## src/rtl/seq_det_pkg.sv

```systemverilog
// Shared definitions for the parametrised serial-pattern detector.
// State encoding and the legal pattern-length range live here.
package seq_det_pkg;

   typedef enum logic [1:0] {
      ST_EMPTY   = 2'b00,
      ST_FILL    = 2'b01,
      ST_ARMED   = 2'b10,
      ST_ILLEGAL = 2'b11
   } seq_state_e;

   localparam int PAT_W_MIN = 2;
   localparam int PAT_W_MAX = 16;

endpackage

```

## src/rtl/seq_match_cmp.sv

```systemverilog
// Combinational pattern comparator for the serial detector.
// Build with SEQDET_MASK_EN defined to add a per-bit don't-care mask.
module seq_match_cmp
   import seq_det_pkg::*;
#(
   parameter int PAT_W = 4
)
(
   input  logic [PAT_W-1:0] word,
   input  logic [PAT_W-1:0] pattern,
`ifdef SEQDET_MASK_EN
   input  logic [PAT_W-1:0] mask,
`endif
   output logic             hit
);

`ifdef SEQDET_MASK_EN
   // A zero mask bit removes that position from the compare.
   assign hit = (((word ^ pattern) & mask) == '0);
`else
   assign hit = (word == pattern);
`endif

endmodule

```

## src/rtl/seq_detector_param.sv

```systemverilog
// Mealy serial-pattern detector with run-time overlap select and a saturating match counter.
// Defining SEQDET_MASK_EN adds the pattern_mask input for don't-care positions.
module seq_detector_param
   import seq_det_pkg::*;
#(
   parameter int PAT_W = 4,
   parameter int CNT_W = 8
)
(
   input  logic             clk,
   input  logic             reset,
   input  logic             inp,
   input  logic             in_valid,
   input  logic [PAT_W-1:0] pattern,
`ifdef SEQDET_MASK_EN
   input  logic [PAT_W-1:0] pattern_mask,
`endif
   input  logic             overlap,
   input  logic             clear_cnt,
   output logic             out,
   output logic [CNT_W-1:0] match_cnt,
   output logic             cnt_sat,
   output logic [1:0]       state
);

   localparam int                FILL_W    = $clog2(PAT_W);
   localparam logic [FILL_W-1:0] FILL_FULL = FILL_W'(PAT_W - 1);
   localparam logic [CNT_W-1:0]  CNT_MAX   = {CNT_W{1'b1}};

   seq_state_e        state_r;
   seq_state_e        state_nxt_s;
   logic [PAT_W-2:0]  hist_r;
   logic [PAT_W-2:0]  hist_nxt_s;
   logic [FILL_W-1:0] fill_r;
   logic [FILL_W-1:0] fill_nxt_s;
   logic [FILL_W-1:0] fill_inc_s;
   logic [PAT_W-1:0]  word_s;
   logic              hit_s;
   logic [CNT_W-1:0]  match_cnt_r;
   logic              cnt_sat_r;

   // The completing bit joins the history as the LSB of the compared word.
   assign word_s     = {hist_r, inp};
   assign fill_inc_s = fill_r + FILL_W'(1);

   seq_match_cmp #(.PAT_W(PAT_W)) u_cmp (
      .word    (word_s),
      .pattern (pattern),
`ifdef SEQDET_MASK_EN
      .mask    (pattern_mask),
`endif
      .hit     (hit_s)
   );

   // State, history and fill registers.
   always_ff @(posedge clk) begin
      if (reset) begin
         state_r <= ST_EMPTY;
         hist_r  <= '0;
         fill_r  <= '0;
      end else begin
         state_r <= state_nxt_s;
         hist_r  <= hist_nxt_s;
         fill_r  <= fill_nxt_s;
      end
   end

   // Next-state logic; only accepted bits move the machine.
   always_comb begin
      state_nxt_s = state_r;
      hist_nxt_s  = hist_r;
      fill_nxt_s  = fill_r;
      case (state_r)
         ST_EMPTY: begin
            if (in_valid) begin
               hist_nxt_s  = word_s[PAT_W-2:0];
               fill_nxt_s  = FILL_W'(1);
               state_nxt_s = (PAT_W == 2) ? ST_ARMED : ST_FILL;
            end else begin
               state_nxt_s = ST_EMPTY;
            end
         end
         ST_FILL: begin
            if (in_valid) begin
               hist_nxt_s  = word_s[PAT_W-2:0];
               fill_nxt_s  = fill_inc_s;
               state_nxt_s = (fill_inc_s == FILL_FULL) ? ST_ARMED : ST_FILL;
            end else begin
               state_nxt_s = ST_FILL;
            end
         end
         ST_ARMED: begin
            // Non-overlapping mode consumes the completing bit and restarts.
            if (out && !overlap) begin
               hist_nxt_s  = '0;
               fill_nxt_s  = '0;
               state_nxt_s = ST_EMPTY;
            end else if (in_valid) begin
               hist_nxt_s  = word_s[PAT_W-2:0];
               state_nxt_s = ST_ARMED;
            end else begin
               state_nxt_s = ST_ARMED;
            end
         end
         default: begin
            hist_nxt_s  = '0;
            fill_nxt_s  = '0;
            state_nxt_s = ST_EMPTY;
         end
      endcase
   end

   // Mealy match pulse, suppressed while reset is held.
   always_comb begin
      out = 1'b0;
      if (!reset && in_valid && (state_r == ST_ARMED) && hit_s) begin
         out = 1'b1;
      end else begin
         out = 1'b0;
      end
   end

   // Saturating match counter; clear wins over a same-cycle increment.
   always_ff @(posedge clk) begin
      if (reset || clear_cnt) begin
         match_cnt_r <= '0;
         cnt_sat_r   <= 1'b0;
      end else if (out && (match_cnt_r != CNT_MAX)) begin
         match_cnt_r <= match_cnt_r + CNT_W'(1);
         if (match_cnt_r == (CNT_MAX - CNT_W'(1))) begin
            cnt_sat_r <= 1'b1;
         end
      end
   end

   assign match_cnt = match_cnt_r;
   assign cnt_sat   = cnt_sat_r;
   assign state     = state_r;

endmodule
```

## config.mk

```make
export PLATFORM = sky130hd
export DESIGN_NAME = seq_detector_param
export DESIGN_NICKNAME = d
export VERILOG_FILES = /design/src/rtl/seq_det_pkg.sv /design/src/rtl/seq_match_cmp.sv /design/src/rtl/seq_detector_param.sv
export SDC_FILE = /design/constraint.sdc
export NUM_CORES = 1
export LEC_CHECK = 0
export ABC_CLOCK_PERIOD_IN_PS = 2100
export CORE_MARGIN = 3
export CORE_UTILIZATION = 40
export CTS_CLUSTER_DIAMETER = 100
export DETAILED_ROUTE_END_ITERATION = 8
export DONT_BUFFER_PORTS = 1
export PLACE_DENSITY = 0.55
export REMOVE_ABC_BUFFERS = 1
export SYNTH_ARGS = -nofsm -noshare
export SYNTH_HDL_FRONTEND = slang
export SYNTH_SLANG_ARGS = --single-unit
```

## constraint.sdc

```tcl
create_clock -name clk -period 2.1 [get_ports clk]
set_input_delay 0.42 -clock clk [delete_from_list [all_inputs] [get_ports clk]]
set_output_delay 0.42 -clock clk [all_outputs]
set_load 0.005 [all_outputs]
```

Word level (Yosys, flattened, before mapping)
Cells that the tools add are included.
{"block": "totals", "ff_bits": 16, "latchBits": 0, "ram_bits": 0, "romBits": 0, "input_bits": 10, "output_inout_bits": 12, "wordCells": 41, "memories": 0}
{"block": "op_classes", "add_sub_neg": 2, "multipliers": 0, "div": 0, "n_lt_le_gt_ge": 0, "n_eq_ne": 9, "n_shift": 0, "mux": 13, "bitwise_logic": 0, "n_reduce_logical": 12}
{"cell": "$mux 2", "count": 6}
{"cell": "$pmux 2 s3", "count": 2}
{"cell": "$add 8x1->8 const B", "count": 1}
{"cell": "$eq 8x8->1 const B", "count": 1}
{"cell": "$ne 8x8->1 const B", "count": 1}
{"cell": "$mux 3", "count": 2}
{"cell": "$ne 2x2->1 const B", "count": 3}
{"cell": "$pmux 3 s2", "count": 1}
{"cell": "$logic_and 1x1->1", "count": 5}
{"cell": "$eq 2x2->1 const B", "count": 2}
{"cell": "$eq 4x4->1", "count": 1}
{"cell": "$reduce_and 3->1", "count": 1}
{"cell": "$add 2x1->2 const B", "count": 1}
{"cell": "$eq 2x1->1 const B", "count": 1}
{"cell": "$logic_not 1->1", "count": 2}
{"cell": "$logic_not 2->1", "count": 1}
{"cell": "$mux 1", "count": 2}
{"cell": "$reduce_and 2->1", "count": 1}
{"cell": "$reduce_or 2->1", "count": 1}
{"cell": "$logic_or 1x1->1", "count": 1}

Longest topological paths before layout
{"block": "depth", "word_depth": 8, "mapped_depth": 6, "depth_no_buf": 6}

Cells and area by module
A second synthesis with hierarchy kept.
{"block": "unflattened", "hier_cells": 95, "hier_area_um2": 900.9}
{"mod": "seq_detector_param", "n_inst": 1, "cells_per_inst": 90, "area_each_um2": 853.3, "seq_area_each_um2": 320.3}
{"mod": "seq_match_cmp", "n_inst": 1, "cells_per_inst": 5, "area_each_um2": 47.5, "seq_area_each_um2": 0.0}

Least setup slack after synthesis
OpenSTA, ideal clock, no wires.
{"block": "synth_path", "path_kind": "input to register", "start": "input pattern[0]", "end": "register match_cnt_r[6], in the netlist match_cnt[6]", "setup_ns": 0.132, "arrival_ns": 1.412, "required_ns": 1.968, "setup_slack_ns": 0.557, "stages": 5, "path_buffers": 0, "path_cell_list": "xnor2_1 > nand4b_4 > or2_4 > nor4_1 > nor3_1"}
{"block": "synth_between", "elab_chain_cells": 4}
{"element": "start, declared", "line": "seq_detector_param.sv:14", "rtl": "input logic [PAT_W-1:0] pattern,"}
{"element": "$eq 4x4->1", "line": "seq_match_cmp.sv:21", "rtl": "assign hit = (word == pattern);"}
{"element": "$logic_and 1x1->1", "line": "seq_detector_param.sv:116", "rtl": "if (!reset && in_valid && (state_r == ST_ARMED) && hit_s) begin"}
{"element": "$mux 1", "line": "seq_detector_param.sv:116"}
{"element": "$logic_and 1x1->1", "line": "seq_detector_param.sv:128", "rtl": "end else if (out && (match_cnt_r != CNT_MAX)) begin"}
{"element": "end signal, assigned", "line": "seq_detector_param.sv:129", "rtl": "match_cnt_r <= match_cnt_r + CNT_W'(1);"}
{"element": "end, declared", "line": "seq_detector_param.sv:39", "rtl": "logic [CNT_W-1:0] match_cnt_r;"}
No other way between the ends.
A chain may end at the register's enable or synchronous reset.

Worst setup path in the final report
{"block": "layout_path", "start": "register state_r[1], in the netlist state[1]", "end": "output out"}
{"block": "layout_between", "elab_chain_cells": 4}
{"element": "start, declared", "line": "seq_detector_param.sv:30", "rtl": "seq_state_e state_r;"}
{"element": "start signal, assigned", "line": "seq_detector_param.sv:62", "rtl": "state_r <= state_nxt_s;"}
{"element": "$eq 2x2->1", "line": "seq_detector_param.sv:116"}
{"element": "$logic_and 1x1->1 (2 in series)", "line": "seq_detector_param.sv:116"}
{"element": "$mux 1", "line": "seq_detector_param.sv:116"}
{"element": "end, declared", "line": "seq_detector_param.sv:20", "rtl": "output logic out,"}
No other way between the ends.

==> flow_metrics.env <==
export IMPL_synthCells=96
export IMPL_fin_setup_tns_ns=0
export IMPL_cts_made_buffers=3
export IMPL_worstHoldStart="reset"
export IMPL_die_h_um=53.4
export IMPL_die_width_um=53.4
export IMPL_grt_use_total_pct=14.9
export IMPL_io_buffers=0
export IMPL_relSlewSlack_pct=73.9
export IMPL_gp_routability_congestion=0.784
export IMPL_worstReg2RegEnd="match_cnt[6]"
export IMPL_drt_total_wl_um=1730
export IMPL_synth_seq_cells=16
export IMPL_grt_pass1_wl_um=3020
export IMPL_synth_top_area_cell="dfxtp_1"
export IMPL_start_util_pct=44.0
export IMPL_cts_hold_buf=0
export IMPL_wire_per_inst_um=14.0
export IMPL_tightestPinTransition_ns=0.390
export IMPL_crit_type="flip-flop to output pin"
export IMPL_final_max_slew_viol_count=0
export IMPL_dr_pass1_iters=4
export IMPL_clock_latency_ns=0.29
export IMPL_diodes=0
export IMPL_cts_tree="yes"
export IMPL_drive_gt1_share_pct=15.5
export IMPL_clk_pin_slew_ns=0.09
export IMPL_grt_overflow=0
export IMPL_min_period_ns=1.89
export IMPL_end_kind="output pin"
export IMPL_post_cts_buffers=0
export IMPL_yosys_area_top_type_share_pct=35.7
export IMPL_crit_start="state[1]"
export IMPL_synth_cell_types=38
export IMPL_holdPathStages=1
export IMPL_hpwl_um=1310
export IMPL_initialDrtViolationCount=13
export IMPL_r2r_setup_slack_ns=0.44
export IMPL_min_to="state[1]"
export IMPL_hold_viol=0
export IMPL_ir_worst_vdd_mv=0.416
export IMPL_reg2reg_from="state[1]"
export IMPL_fin_crit_sh_pct=90.0
export IMPL_cp_max_fo=9
export IMPL_num_vias=703
export IMPL_mostFrequentLayoutCells="dfxtp_1 (16), nor2_1 (14), xnor2_1 (6), nor3_1 (6)"
export IMPL_whs_ns=0.186
export IMPL_yosys_top_cells_area="dfxtp_1 (36%), nor2_1 (5.8%), xnor2_1 (5.8%), mux2i_1 (4.5%), ha_1 (4.2%)"
export IMPL_grt_start_max_net_pins=11
export IMPL_start_kind="flip-flop"
export IMPL_row_count=16
export IMPL_die_area_sq_um=2850
export IMPL_yosys_warnings=0
export IMPL_fin_util_pct=46.8
export IMPL_max_freq_ghz=0.529
export IMPL_clock_path_buffers=2
export IMPL_area_growth_pct=6.27
export IMPL_grt_pass1_vias=671
export IMPL_arrival_ns=1.47
export IMPL_ys_seq_area_share_pct=35.7
export IMPL_final_common_cell="dfxtp_1"
export IMPL_r2r_cells=5
export IMPL_power_density_nw_per_um2=588
export IMPL_drc=0
export IMPL_ctsRootBufferMaster="clkbuf_4"
export IMPL_critPathRequiredTime_ns=1.68
export IMPL_setup_viol=0
export IMPL_postSynthAreaPerCell_sq_um=9.36
export IMPL_grt_setup_unrepaired="no"
export IMPL_place_area_sq_um=918
export IMPL_cellLeakagePower_nw=0.304
export IMPL_antenna_found_initial=0
export IMPL_htreeDepth=1
export IMPL_cts_resized=0
export IMPL_clock_sinks=16
export IMPL_core_sq_um=2040
export IMPL_status="finished clean"
export IMPL_clock_skew_ns=0.00620
export IMPL_maxCapViolCount=0
export IMPL_antenna_left=0
export IMPL_syn_cell_area_sq_um=898
export IMPL_hold_path_class="input pin to flip-flop"
export IMPL_power_mw=0.561
export IMPL_fin_nets=111
export IMPL_fin_area_sq_um=955
export IMPL_ioPinCount=22
export IMPL_detail_route_vias_per_cell=5.67
flip-flops by register name, indices dropped and copies added (netlist names):
signal     count
fill_r         2
cnt_sat        1
state          2
match_cnt      8
hist_r         3
per-layer routing:
metal | track usage, % | vias up | share of wire, %
met5 | 0 | - | 0
met4 | 3.83 | 0 | 0.69
met3 | 8.17 | 2 | 9.4
met2 | 23.7 | 25 | 47
met1 | 17.1 | 318 | 42
li1 | - | 358 | -
per-stage QoR:
step           setup WS, ns  cells
2_1_floorplan         0.565     93
3_3_place_gp          0.407    120
3_5_place_dp          0.424    120
4_1_cts               0.192    124
5_1_grt               0.113    124
6_report              0.211    124
synth_stat cells:
cell type,number
buf_1,1
ha_1,3
o21ai_0,1
a311oi_1,1
buf_2,2
nor2_1,14
o21bai_1,1
or4b_2,1
nor3_1,6
nor4b_2,1
xor2_1,1
o41ai_2,1
xnor2_1,6
nand2_1,3
mux2i_1,4
o221a_1,1
nor4_1,1
nand4_1,2
or2_2,1
dfxtp_1,16
nor2b_1,1
nor3b_1,1
a211o_1,2
a31o_1,1
nor3b_4,1
nor4_2,1
a21oi_1,2
nand3b_1,1
nand3_1,4
or3b_1,1
a41oi_1,2
nor3_2,3
or2_4,1
inv_1,4
nand4b_4,1
a211oi_1,1
a31oi_1,1
nand2b_1,1
worst max-delay path by stage:
stage,slack (ns),cells after the start,end
CTS,0.19,2,out
floorplan,0.56,5,match_cnt[7]
finish,0.21,2,out
global route,0.11,3,out
global placement,0.41,3,out
detailed placement,0.42,3,out
logic make-up (layout without fill, tap and decap cells):
| logic type | after synthesis | count (layout) | share of synthesized area [%] |
|---|---|---|---|
| flops | 16 | 16 | 35.7 |
| simple gates | 45 | 45 | 32.7 |
| xor+xnor | 7 | 7 | 6.82 |
| buf+inv | 7 | 8 | 3.20 |
| mux | 4 | 4 | 4.46 |
| compound gates | 14 | 14 | 13.0 |
| fa+ha+maj | 3 | 3 | 4.18 |
critical path, stage by stage, from the launching register on:
cell	delay (ns)
dfxtp_1	0.50
nor3b_4	0.29
nor3b_1	0.39
power by group:
group	internal [mW]	switching, mW	leakage, nW
registers	0.309	0.00777	0.130
logic	0.0167	0.0189	0.153
clock network	0.106	0.103	0.0210
total	0.431	0.130	0.304
final cells by class:
class | count | area (sq um)
fillers | 209 | 1090
inverters | 4 | 15.0
multi-input cells | 73 | 549
clock buffers | 4 | 36.3
flip-flops and latches | 16 | 320
well taps | 27 | 33.8
No activity file was read; power rests on OpenSTA's default activity.
